`config.mk`:
```
export PLATFORM = sky130hd
export DESIGN_NAME = apb_sl_fifo_bridge
export DESIGN_NICKNAME = d
export VERILOG_FILES = /design/src/rtl/sl_bridge_pkg.sv /design/src/rtl/sl_wait_timer.sv /design/src/rtl/apb_sl_fifo_bridge.sv
export SDC_FILE = /design/constraint.sdc
export NUM_CORES = 1
export LEC_CHECK = 0
export ABC_CLOCK_PERIOD_IN_PS = 3800
export CAP_MARGIN = 20
export CELL_PAD_IN_SITES_DETAIL_PLACEMENT = 0
export CELL_PAD_IN_SITES_GLOBAL_PLACEMENT = 2
export CORE_AREA = 3 3 130 107
export CTS_BUF_LIST = sky130_fd_sc_hd__clkbuf_4 sky130_fd_sc_hd__clkbuf_8 sky130_fd_sc_hd__clkbuf_16
export DETAILED_ROUTE_END_ITERATION = 10
export DIE_AREA = 0 0 133 110
export GPL_TIMING_DRIVEN = 0
export HOLD_SLACK_MARGIN = 0.03
export PLACE_DENSITY_LB_ADDON = 0.25
export SLEW_MARGIN = 20
export SYNTH_ARGS = -nofsm -noshare
export SYNTH_HDL_FRONTEND = slang
export SYNTH_SLANG_ARGS = --single-unit
```
`constraint.sdc`:
```
create_clock -name clk -period 3.8 [get_ports clk]
set_clock_uncertainty 0.1 [all_clocks]
set_input_delay 1.14 -clock clk [delete_from_list [all_inputs] [get_ports clk]]
set_output_delay 1.14 -clock clk [all_outputs]
set_load 0.01 [all_outputs]
```
`src/rtl/sl_bridge_pkg.sv`:
```
// Shared definitions for the host-side and channel-side SL bridges:
// FIFO word layout, modifier codes and the APB register map.
package sl_bridge_pkg;
  localparam int FIFO_WORD_W = 34;

  localparam logic [1:0] MOD_CONFIG  = 2'd0;
  localparam logic [1:0] MOD_DATA    = 2'd1;
  localparam logic [1:0] MOD_STATUS  = 2'd2;
  localparam logic [1:0] MOD_CHANNEL = 2'd3;

  // Register word indices, i.e. paddr[4:2]
  localparam logic [2:0] REG_CFG  = 3'd0;
  localparam logic [2:0] REG_DATA = 3'd1;
  localparam logic [2:0] REG_STAT = 3'd2;
  localparam logic [2:0] REG_CHAN = 3'd3;
  localparam logic [2:0] REG_RSP  = 3'd4;
  localparam logic [2:0] REG_RMOD = 3'd5;

  typedef struct packed {
    logic [1:0]  mod;
    logic [31:0] data;
  } fifo_word_t;

  function automatic logic is_push_reg(input logic [2:0] idx);
    return (idx == REG_CFG) || (idx == REG_DATA) || (idx == REG_CHAN);
  endfunction

  function automatic logic is_read_reg(input logic [2:0] idx);
    return (idx == REG_STAT) || (idx == REG_RSP) || (idx == REG_RMOD);
  endfunction

  function automatic logic [1:0] push_mod(input logic [2:0] idx);
    case (idx)
      REG_CFG:  return MOD_CONFIG;
      REG_DATA: return MOD_DATA;
      default:  return MOD_CHANNEL;
    endcase
  endfunction
endpackage

```
`src/rtl/sl_wait_timer.sv`:
```
// Saturating wait counter; expired flags the cycle whose increment reaches TIMEOUT.
module sl_wait_timer #(
  parameter int TIMEOUT = 255
) (
  input  logic clk,
  input  logic rst_n,
  input  logic clear,
  input  logic enable,
  output logic expired
);
  localparam int CW = $clog2(TIMEOUT + 1);
  localparam logic [CW-1:0] MAX  = CW'(TIMEOUT);
  localparam logic [CW-1:0] LAST = CW'(TIMEOUT - 1);

  logic [CW-1:0] count;

  always_ff @(posedge clk or negedge rst_n) begin
    if (!rst_n)                     count <= '0;
    else if (clear)                 count <= '0;
    else if (enable && count != MAX) count <= count + 1'b1;
  end

  assign expired = enable && (count >= LAST);
endmodule

```
`src/rtl/apb_sl_fifo_bridge.sv`:
```
// APB3 slave turning writes into command-FIFO pushes and RSP reads into
// response-FIFO pops, with bounded waiting on full/empty.
module apb_sl_fifo_bridge
  import sl_bridge_pkg::*;
#(
  parameter int ADDR_W  = 8,
  parameter int TIMEOUT = 255
) (
  input  logic                   clk,
  input  logic                   rst_n,
  input  logic                   psel,
  input  logic                   penable,
  input  logic                   pwrite,
  input  logic [ADDR_W-1:0]      paddr,
  input  logic [31:0]            pwdata,
  output logic [31:0]            prdata,
  output logic                   pready,
  output logic                   pslverr,
  input  logic                   fifo_cmd_full,
  output logic [FIFO_WORD_W-1:0] fifo_cmd_data,
  output logic                   fifo_cmd_inc,
  input  logic                   fifo_rsp_empty,
  input  logic [FIFO_WORD_W-1:0] fifo_rsp_data,
  output logic                   fifo_rsp_inc,
  output logic                   irq_rsp
);
  localparam logic [4:0] S_IDLE   = 5'b00001;
  localparam logic [4:0] S_DECODE = 5'b00010;
  localparam logic [4:0] S_WAIT   = 5'b00100;
  localparam logic [4:0] S_DONE   = 5'b01000;
  localparam logic [4:0] S_ERR    = 5'b10000;

  logic [4:0]  state, nxt;
  logic [2:0]  idx;
  logic        wr;
  logic [1:0]  last_rsp_mod;
  logic        is_push, is_pop, legal, blocked, expired;
  logic        done_nxt, err_nxt;
  logic [31:0] rd_mux;
  fifo_word_t  rsp, cmd_word;
  logic        unused_addr;

  // Only paddr[4:2] selects a register; the rest alias.
  assign unused_addr = ^paddr;
  assign rsp         = fifo_rsp_data;

  assign is_push = wr && is_push_reg(idx);
  assign is_pop  = !wr && (idx == REG_RSP);
  assign legal   = is_push || (!wr && is_read_reg(idx));
  assign blocked = (is_push && fifo_cmd_full) || (is_pop && fifo_rsp_empty);

  always_comb begin
    nxt = state;
    case (state)
      S_IDLE:   if (psel && !penable) nxt = S_DECODE;
      S_DECODE: nxt = !legal ? S_ERR : (blocked ? S_WAIT : S_DONE);
      S_WAIT:   if (!blocked) nxt = S_DONE;
                else if (expired) nxt = S_ERR;
      S_DONE:   nxt = S_IDLE;
      S_ERR:    nxt = S_IDLE;
      default:  nxt = S_IDLE;
    endcase
  end

  assign done_nxt = (nxt == S_DONE);
  assign err_nxt  = (nxt == S_ERR);

  // Read data is loaded on the edge into DONE, before the pop advances the head.
  always_comb begin
    rd_mux = '0;
    case (idx)
      REG_STAT: rd_mux = {28'b0, last_rsp_mod, fifo_rsp_empty, fifo_cmd_full};
      REG_RSP:  rd_mux = rsp.data;
      REG_RMOD: rd_mux = {30'b0, last_rsp_mod};
      default:  rd_mux = '0;
    endcase
  end

  always_comb begin
    cmd_word.mod  = push_mod(paddr[4:2]);
    cmd_word.data = pwdata;
  end

  sl_wait_timer #(.TIMEOUT(TIMEOUT)) u_timer (
    .clk     (clk),
    .rst_n   (rst_n),
    .clear   (state == S_DECODE),
    .enable  (state == S_WAIT),
    .expired (expired)
  );

  always_ff @(posedge clk or negedge rst_n) begin
    if (!rst_n) begin
      state         <= S_IDLE;
      idx           <= '0;
      wr            <= 1'b0;
      last_rsp_mod  <= MOD_CONFIG;
      fifo_cmd_data <= '0;
      prdata        <= '0;
      pready        <= 1'b0;
      pslverr       <= 1'b0;
      fifo_cmd_inc  <= 1'b0;
      fifo_rsp_inc  <= 1'b0;
      irq_rsp       <= 1'b0;
    end else begin
      state        <= nxt;
      irq_rsp      <= !fifo_rsp_empty;
      pready       <= done_nxt || err_nxt;
      pslverr      <= err_nxt;
      fifo_cmd_inc <= done_nxt && wr;
      fifo_rsp_inc <= done_nxt && is_pop;
      prdata       <= (done_nxt && !wr) ? rd_mux : '0;
      if (done_nxt && is_pop) last_rsp_mod <= rsp.mod;
      if (nxt == S_DECODE) begin
        idx           <= paddr[4:2];
        wr            <= pwrite;
        fifo_cmd_data <= (pwrite && is_push_reg(paddr[4:2])) ? cmd_word : '0;
      end else if (nxt == S_IDLE) begin
        fifo_cmd_data <= '0;
      end
    end
  end
endmodule
```
==> results.json, run 1 <==
{
  "die_area_mm2": 0.01463,
  "ys_seq_area_share_pct": 63.68,
  "crit_path_end_kind": "register",
  "cts_resized": 0,
  "io_buffers": 146,
  "initial_utilization_pct": 27.79,
  "fin_crit_sh_pct": 77.09,
  "irDropWorstVdd_mv": 0.2356,
  "r2r_end": "last_rsp_mod[1]",
  "criticalPathCategory": "input port to register",
  "worst_pin_slew_ps": 529.5,
  "rsz0062_at_grt": "false",
  "required_ps": 3920,
  "vias_per_cell": 4.417,
  "hold_path.class": "register to register",
  "ios": 152,
  "clk_pin_slew_ps": 60,
  "cts_tree": "done",
  "final_area_mm2": 0.005532,
  "ys.flop_type": "dfrtp_1",
  "synth_edf_count": 0,
  "p_leak_nw": 2.383,
  "slew_viol_final": 0,
  "vias": 2668,
  "dp_cells": 588,
  "hold_depth": 1,
  "drc": 0,
  "clkLatencyLatePin_ps": 330,
  "crit_fanout": 10,
  "yosysMostFrequentCell": "dfrtp_1",
  "route.met3.wl_um": 1073,
  "r2r_start": "wr",
  "place.gp.congestion": 0.7266,
  "highest_layer": "met4",
  "slowest_delay_ps": 410,
  "fin_crit_ps": 2929,
  "cp-startpoint": "fifo_cmd_full",
  "ys_warn_count": 0,
  "ant_nets": 0,
  "num_rows": 37,
  "max_slew_margin_pct": 64.55,
  "clock_sinks": 90,
  "synth_top_area_cell": "dfrtp_1",
  "critPathLaunchType": "input port",
  "dr.pass1.iters": 4,
  "ys_async_sr_fraction_pct": 100.0,
  "core_mm2": 0.01273,
  "grt_pass1_wl_um": 15040,
  "placed_cell_area_mm2": 0.005248,
  "syn_inst": 266,
  "cp.arrival_ps": 3050,
  "cts_made_buffers": 9,
  "syn_nets": 349,
  "yosys_register_bits": 90,
  "grt_antenna_before_repair": 0,
  "grt.overflow.total": 0,
  "cts-root-buf": "clkbuf_16",
  "final_hold_viol_count": 0,
  "die_x_um": 133,
  "crit_chain": "clkdlybuf4s50_1 > nor2b_1 > a32o_1 > nor2_1 > clkbuf_1 > mux2_2",
  "synth_commonest_cells": "dfrtp_1, and2_1, a22o_2",
  "dr_wl_met2_um": 4068,
  "drt_iter0_markers": 131,
  "setup_viol": 0,
  "avgRoutedWirePerCell_um": 15.21,
  "finalNetCount": 507,
  "cts_buffer_depth": 2,
  "worst-path-buf-inv": 2,
  "crit_family": "buffers and inverters",
  "status": "finished, final reports clean",
  "hold_path.startpoint": "fifo_cmd_data[32]",
  "syn_to_final_growth_pct": 56.33,
  "wl_met1_um": 3953,
  "hpwl_um": 6703,
  "synth_area_mm2": 0.003538,
  "holdBufCountCts": 0,
  "layout-drive-gt1-share_pct": 13.52,
  "yosys-top-cells-area": "dfrtp_1, a22o_2, and2_1",
  "grt_start_max_net_pins": 62,
  "drt_wl_total_um": 9189,
  "r2r_cells": 6,
  "worstHoldEndpoint": "fifo_cmd_data[32]",
  "grt_pass1_vias": 2895,
  "cts_htree_levels": 3,
  "track_usage_pct": 13.02,
  "fmax_mhz": 341.4,
  "reg2reg_slack_ps": 1460,
  "hold_slack_ps": 405.0,
  "p_per_area_mw_per_mm2": 425.9,
  "die_y_um": 110,
  "drv_cap": 0,
  "synth_cell_types": 44,
  "yosysTopAreaCellShare_pct": 62.94,
  "cpMaxStageDelayCell": "clkdlybuf4s50_1",
  "syn_area_per_cell_um2": 13.30,
  "stdcell_count": 604,
  "final_util_pct": 43.45,
  "antennaDiodeCount": 0,
  "cts_setup_buffers": 0
}
## cell families after synthesis
family	count (synthesis)	share of synthesized area (%)
buf+inv	21	4.031
mux	6	1.909
xor+xnor	1	0.2476
compound gates	66	15.77
flops	90	63.68
simple gates	80	13.65
fa+ha+maj	2	0.7071
## per-layer routing
| layer | global-route usage [%] | vias up |
|---|---|---|
| li1 | - | 1279 |
| met1 | 16.50 | 1284 |
| met2 | 19.20 | 98 |
| met3 | 7.396 | 7 |
| met4 | 3.412 | 0 |
| met5 | 0 | - |
## worst max-delay path by stage
stage / to / cells past startpoint
after floorplan: last_rsp_mod[1] / 5
final: last_rsp_mod[1] / 6
after global placement: prdata[24] / 1
after global routing: last_rsp_mod[1] / 6
after detailed placement: last_rsp_mod[1] / 6
after CTS: last_rsp_mod[1] / 6
## layout make-up
class | count | area (um^2)
timing repair buffer | 147 | 1490
buffer | 15 | 120.1
clock inverter | 5 | 37.54
fill | 1219 | 7199
tap | 175 | 219.0
clock buffer | 11 | 246.5
multi-input combinational | 155 | 1142
sequential | 90 | 2253
inverter | 6 | 22.52
## sequential cells by signal (all words and copies together) (netlist names)
register,flops
fifo_cmd_data,34
prdata,32
u_timer.count,8
state,5
idx,3
last_rsp_mod,2
fifo_cmd_inc,1
fifo_rsp_inc,1
irq_rsp,1
pready,1
pslverr,1
wr,1
## placed cells by master (no fill, tap or decap), types with 2 or more instances in the layout
master           netlist  layout
nand2b_1               4       4
buf_6                  2       3
clkbuf_16              0       9
nand3_1                5       5
ha_1                   2       2
and2_1                30      30
mux2_2                 6       6
o211ai_1               5       5
clkinvlp_4             0       2
clkdlybuf4s50_1        0     145
and3_1                 2       2
or3_1                  2       2
nor4b_1                2       2
a22o_1                 8       8
dfrtp_1               89      89
buf_12                 3       3
nor3_1                 3       3
a22o_2                25      25
o21ai_0                7       7
a32o_1                 4       4
o31ai_1                3       3
nor4_1                 3       3
clkbuf_1              10      10
a22oi_1                2       2
nor2_1                 8       8
inv_1                  6       6
nand2_1                8       8
a21oi_1                4       4
nor2b_1                5       5
## report_power, final
part	internal (mW)	leakage [nW]	switching, mW
sequential	1.02	1.24	0.0548
combinational	0.229	1.01	0.203
clock	0.471	0.136	0.375
total	1.72	2.38	0.633
## worst reg2reg max path: cells and delay by family, from the launching register on
family	cells	cell delay, ps
and+or+nand+nor	3	880
buffers and inverters	2	520
muxes	1	370
DFF	1	360
## through the flow
| step | TNS, ps | worst slack, ps | power [mW] |
|---|---|---|---|
| CTS | 0 | 811.2 | 2.409 |
| floorplan | 0 | 1251 | 1.327 |
| finish | 0 | 870.5 | 2.356 |
| global placement | -183320 | -2058 | 1.531 |
| detailed placement | 0 | 444.5 | 1.540 |
| global route | 0 | 751.2 | 2.493 |
No activity file was read; power rests on OpenSTA's default activity.
==> inputs of run 2 (changes only) <==
--- a/config.mk
+++ b/config.mk
@@ -5,14 +5,14 @@
 export SDC_FILE = /design/constraint.sdc
 export NUM_CORES = 1
 export LEC_CHECK = 0
-export ABC_CLOCK_PERIOD_IN_PS = 3800
+export ABC_CLOCK_PERIOD_IN_PS = 3000
 export CAP_MARGIN = 20
 export CELL_PAD_IN_SITES_DETAIL_PLACEMENT = 0
 export CELL_PAD_IN_SITES_GLOBAL_PLACEMENT = 2
-export CORE_AREA = 3 3 130 107
+export CORE_AREA = 3 3 135 111
 export CTS_BUF_LIST = sky130_fd_sc_hd__clkbuf_4 sky130_fd_sc_hd__clkbuf_8 sky130_fd_sc_hd__clkbuf_16
 export DETAILED_ROUTE_END_ITERATION = 10
-export DIE_AREA = 0 0 133 110
+export DIE_AREA = 0 0 138 114
 export GPL_TIMING_DRIVEN = 0
 export HOLD_SLACK_MARGIN = 0.03
 export PLACE_DENSITY_LB_ADDON = 0.25
==> constraint.sdc (replaced) <==
create_clock -name clk -period 3 [get_ports clk]
set_clock_uncertainty 0.1 [all_clocks]
set_input_delay 0.9 -clock clk [delete_from_list [all_inputs] [get_ports clk]]
set_output_delay 0.9 -clock clk [all_outputs]
set_load 0.01 [all_outputs]
==> results.json, run 2 (synthesis results as in run 1) <==
{
  "fin_crit_ps": 2666,
  "fill_cells": 1312,
  "track_usage_pct": 12.44,
  "syn_to_final_growth_pct": 57.07,
  "grt.overflow.total": 0,
  "crit_path_end_kind": "register",
  "final_common_cell": "clkdlybuf4s50_1",
  "largest_register_ffs": 34,
  "cp.arrival_ps": 2790,
  "final_hold_viol_count": 0,
  "max_slew_margin_pct": 62.12,
  "ios": 152,
  "irDropWorstVdd_mv": 0.3059,
  "vias_per_cell": 4.431,
  "drt_wl_total_um": 9473,
  "dp_cells": 593,
  "hpwl_um": 7029,
  "antennaDiodeCount": 0,
  "place.gp.congestion": 0.7045,
  "vias": 2694,
  "cts_resized": 0,
  "hold_path.class": "input port to asynchronous set/reset pin",
  "stdcell_count": 608,
  "cts_htree_levels": 3,
  "drc": 0,
  "die_y_um": 114,
  "cts_setup_buffers": 0,
  "die_x_um": 138,
  "max_flop_register": "fifo_cmd_data",
  "grt_pass1_vias": 2838,
  "die_area_mm2": 0.01573,
  "hold_slack_ps": 368.9,
  "slew_viol_final": 0,
  "cts_buffer_depth": 2,
  "grt_antenna_before_repair": 0,
  "layout_common_cells": "clkdlybuf4s50_1, dfrtp_1, and2_1, a22o_2, clkbuf_1",
  "fmax_mhz": 375.1,
  "grt_start_max_net_pins": 51,
  "num_rows": 38,
  "p_per_area_mw_per_mm2": 551.8,
  "criticalPathCategory": "input port to register",
  "drt_iter0_markers": 96,
  "placed_cell_area_mm2": 0.005254,
  "cts_made_buffers": 9,
  "largestRegisters": "fifo_cmd_data: 34 flops, prdata: 32 flops, u_timer.count: 8 flops",
  "required_ps": 3120,
  "worst_pin_slew_ps": 568.1,
  "clkLatencyLatePin_ps": 340,
  "busiest_layer": "met2",
  "critPathLaunchType": "input port",
  "rsz0062_at_grt": "false",
  "cts_tree": "done",
  "dr.pass1.iters": 4,
  "holdBufCountCts": 0,
  "crit_fanout": 10,
  "ant_nets": 0,
  "core_mm2": 0.01360,
  "io_buffers": 146,
  "grt_use_met3_pct": 6.790,
  "avgRoutedWirePerCell_um": 15.58,
  "setup_viol": 0,
  "layout-drive-gt1-share_pct": 13.32,
  "initial_utilization_pct": 26.02,
  "fin_crit_sh_pct": 88.87,
  "cts-root-buf": "clkbuf_16",
  "clock_sinks": 90,
  "final_util_pct": 40.87,
  "p_leak_nw": 2.395,
  "grt_pass1_wl_um": 15450,
  "drv_cap": 0,
  "finalNetCount": 507,
  "met2_usage_pct": 17.43,
  "final_area_mm2": 0.005558,
  "gr-usage-met1_pct": 16.37,
  "total_power_mw": 3.067,
  "clk_pin_slew_ps": 60,
  "status": "finished, final reports clean"
}
## run 2: final cells by class
class	instances	area (um^2)	share of cell area, %
clock buffers	11	252.7	4.547
multi-input cells	155	1142	20.55
flip-flops and latches	90	2253	40.54
well taps	180	225.2	4.052
repair buffers	147	1490	26.81
inverters	6	22.52	0.4052
clock inverters	4	51.30	0.9230
plain buffers	15	120.1	2.161
## run 2: worst paths after layout
path,start,end,slack [ps],depth (start not counted)
max reg2reg,wr,last_rsp_mod[1],640,6
min in group clk,fifo_cmd_data[32],fifo_cmd_data[32],400,1
min reg2reg,fifo_cmd_data[32],fifo_cmd_data[32],400,1
max,fifo_cmd_full,last_rsp_mod[1],330,6
max in group asynchronous,rst_n,state[0],1800,2
min,rst_n,fifo_cmd_data[9],370,1
## run 2: metal layers
metal  part of all wire, %  routed length, um
met1                    45               4270
met2                    42               4004
met3                    11               1073
met4                   1.3                124
met5                     0                  0
## run 2: worst max-delay path: stages
cell	delay, ps
clkdlybuf4s50_1	400
nor2b_1	150
a32o_1	330
nor2_1	320
clkbuf_1	310
mux2_2	370
## run 2: report_power, final
group | switching, mW | internal, mW | total [mW]
Clock | 0.461 | 0.686 | 1.15
Sequential | 0.0695 | 1.30 | 1.36
Combinational | 0.264 | 0.290 | 0.554
Total | 0.795 | 2.27 | 3.07
## run 2: metrics by stage
stage / setup TNS [ps] / worst slack, ps
after floorplan: 0 / 691.2
after global placement: -235770 / -2640
after detailed placement: -67.91 / -67.91
after CTS: 0 / 289.1
after global routing: 0 / 163.3
final: 0 / 333.8
==> inputs of run 3 (changes only) <==
--- a/config.mk
+++ b/config.mk
@@ -5,7 +5,6 @@
 export SDC_FILE = /design/constraint.sdc
 export NUM_CORES = 1
 export LEC_CHECK = 0
-export ABC_CLOCK_PERIOD_IN_PS = 3000
 export CAP_MARGIN = 20
 export CELL_PAD_IN_SITES_DETAIL_PLACEMENT = 0
 export CELL_PAD_IN_SITES_GLOBAL_PLACEMENT = 2
@@ -16,7 +15,9 @@
 export GPL_TIMING_DRIVEN = 0
 export HOLD_SLACK_MARGIN = 0.03
 export PLACE_DENSITY_LB_ADDON = 0.25
+export REMOVE_ABC_BUFFERS = 1
 export SLEW_MARGIN = 20
 export SYNTH_ARGS = -nofsm -noshare
 export SYNTH_HDL_FRONTEND = slang
+export SYNTH_HIERARCHICAL = 1
 export SYNTH_SLANG_ARGS = --single-unit
==> results.json, run 3 <==
{
  "status": "finished, final reports clean",
  "yosys_register_bits": 90,
  "hold_slack_ps": 372.1,
  "ys_async_sr_fraction_pct": 100.0,
  "clock_sinks": 90,
  "grt_pass1_wl_um": 15510,
  "criticalPathCategory": "register to register",
  "cp.arrival_ps": 2920,
  "fill_cells": 1325,
  "vias": 2592,
  "syn_area_per_cell_um2": 12.98,
  "slowest_delay_ps": 520,
  "cts_resized": 0,
  "cts-root-buf": "clkbuf_16",
  "cts_buffer_depth": 2,
  "die_y_um": 114,
  "crit_fanout": 10,
  "syn_inst": 271,
  "largestRegisters": "fifo_cmd_data: 34 flops, prdata: 32 flops, u_timer/count: 8 flops",
  "hold_path.class": "input port to asynchronous set/reset pin",
  "ys.flop_type": "dfrtp_1",
  "fin_crit_sh_pct": 92.34,
  "syn_to_final_growth_pct": 57.65,
  "grt_antenna_before_repair": 0,
  "cts_setup_buffers": 0,
  "cpMaxStageDelayCell": "or3_1",
  "grt_pass1_vias": 2864,
  "crit_family": "simple AND/OR/NAND/NOR gates",
  "ios": 152,
  "die_area_mm2": 0.01573,
  "worst-path-buf-inv": 1,
  "final_hold_viol_count": 0,
  "synth_edf_count": 0,
  "fmax_mhz": 361.0,
  "ys_seq_area_share_pct": 64.05,
  "critPathLaunchType": "register",
  "clk_pin_slew_ps": 70,
  "antennaDiodeCount": 0,
  "track_usage_pct": 12.46,
  "layout-drive-gt1-share_pct": 9.547,
  "io_buffers": 146,
  "place.gp.congestion": 0.7521,
  "cts_tree": "done",
  "layout_common_cells": "clkdlybuf4s50_1, dfrtp_1, a22o_1, and2_1, nor2_1",
  "core_mm2": 0.01360,
  "total_power_mw": 2.867,
  "synth_cell_types": 50,
  "ff_latch_area_mm2": 0.002253,
  "setup_viol": 0,
  "final_common_cell": "clkdlybuf4s50_1",
  "dr.pass1.iters": 4,
  "ant_nets": 0,
  "irDropWorstVdd_mv": 0.3401,
  "yosys-top-cells-area": "dfrtp_1, a22o_1, and2_1",
  "max_slew_margin_pct": 63.15,
  "ys_warn_count": 6,
  "cts_made_buffers": 9,
  "synth_commonest_cells": "dfrtp_1, a22o_1, and2_1",
  "drc": 0,
  "crit_path_frequent_cell": "nor2_1",
  "final_area_mm2": 0.005547,
  "fin_crit_ps": 2770,
  "crit_path_end_kind": "register",
  "synth_area_mm2": 0.003518,
  "grt.overflow.total": 0,
  "hpwl_um": 6601,
  "drt_iter0_markers": 102,
  "worst_pin_slew_ps": 550.8,
  "drt_wl_total_um": 9320,
  "initial_utilization_pct": 25.87,
  "vias_per_cell": 4.327,
  "avgRoutedWirePerCell_um": 15.56,
  "multi_input_area_mm2": 0.001177,
  "finalNetCount": 497,
  "yosysMostFrequentCell": "dfrtp_1",
  "clkLatencyLatePin_ps": 340,
  "p_leak_nw": 2.417,
  "holdBufCountCts": 0,
  "slew_viol_final": 0,
  "grt_start_max_net_pins": 50,
  "synth_top_area_cell": "dfrtp_1",
  "placed_cell_area_mm2": 0.005209,
  "yosysTopAreaCellShare_pct": 63.30,
  "p_per_area_mw_per_mm2": 516.8,
  "max_flop_register": "fifo_cmd_data",
  "drv_cap": 0,
  "largest_register_ffs": 34,
  "cts_htree_levels": 3,
  "required_ps": 3150,
  "rsz0062_at_grt": "false",
  "die_x_um": 138,
  "crit_chain": "or3_1 > nor2_1 > o21ai_0 > nor3_1 > inv_1 > o32a_1 > nor2_1",
  "num_rows": 38
}
-- run 3: stage by stage --
stage | utilization (%) | worst slack, ps | setup TNS, ps | instances
floorplan | - | 184.1 | 0 | 254
CTS | 40.77 | 218.3 | 0 | 599
global placement | 37.70 | -2589 | -278780 | 580
finish | 40.79 | 229.7 | 0 | 599
detailed placement | 38.31 | -136.1 | -4341 | 583
global route | 40.79 | 53.02 | 0 | 599
-- run 3: worst reg2reg max path: stages (launching register included) --
cell	delay, ps
dfstp_2	370
or3_1	530
nor2_1	500
o21ai_0	220
nor3_1	370
inv_1	80
o32a_1	380
nor2_1	150
-- run 3: path summary, 6_finish.rpt --
kind	start	endpoint	slack (ps)	cells past startpoint
max in group asynchronous	rst_n	prdata[27]	1850	2
worst max-delay path	state[0]	pslverr	230	7
worst min register to register	fifo_cmd_data[32]	fifo_cmd_data[32]	380	1
worst max register to register	state[0]	pslverr	230	7
min in group clk	fifo_cmd_data[32]	fifo_cmd_data[32]	380	1
worst min-delay path	rst_n	fifo_cmd_data[26]	370	1
-- run 3: kinds of logic (layout without fill, tap and decap cells) --
family,after synthesis,in the layout,share of synthesized area (%)
and+or+nand+nor,85,85,15.58
DFF,90,90,64.05
AOI/OAI and AO/OA,60,60,13.62
xor gates and xnor gates,1,1,0.2490
buffers and inverters,24,172,2.987
adders and majority gates,2,2,0.7111
muxes,9,9,2.810
-- run 3: layout make-up --
cell class              count  share of cell area (%)
well taps                 180                   4.060
inverters                   7                  0.4737
repair buffers            149                   27.57
flip-flops and latches     90                   40.63
clock inverters             5                   1.489
multi-input cells         157                   21.23
clock buffers              11                   4.557
-- run 3: per-layer routing --
| metal | vias to the layer above | global-route usage [%] | share of wire (%) |
|---|---|---|---|
| met5 | - | 0 | 0 |
| met4 | 0 | 4.147 | 1.4 |
| met3 | 10 | 6.873 | 9.9 |
| met2 | 81 | 18.11 | 44 |
| met1 | 1251 | 15.80 | 45 |
| li1 | 1250 | - | - |
-- run 3: power by group --
part	switching, mW	leakage [nW]	total [mW]	internal (mW)
Sequential	0.0503	1.24	1.30	1.25
Clock	0.489	0.167	1.27	0.780
Combinational	0.122	1.01	0.301	0.179
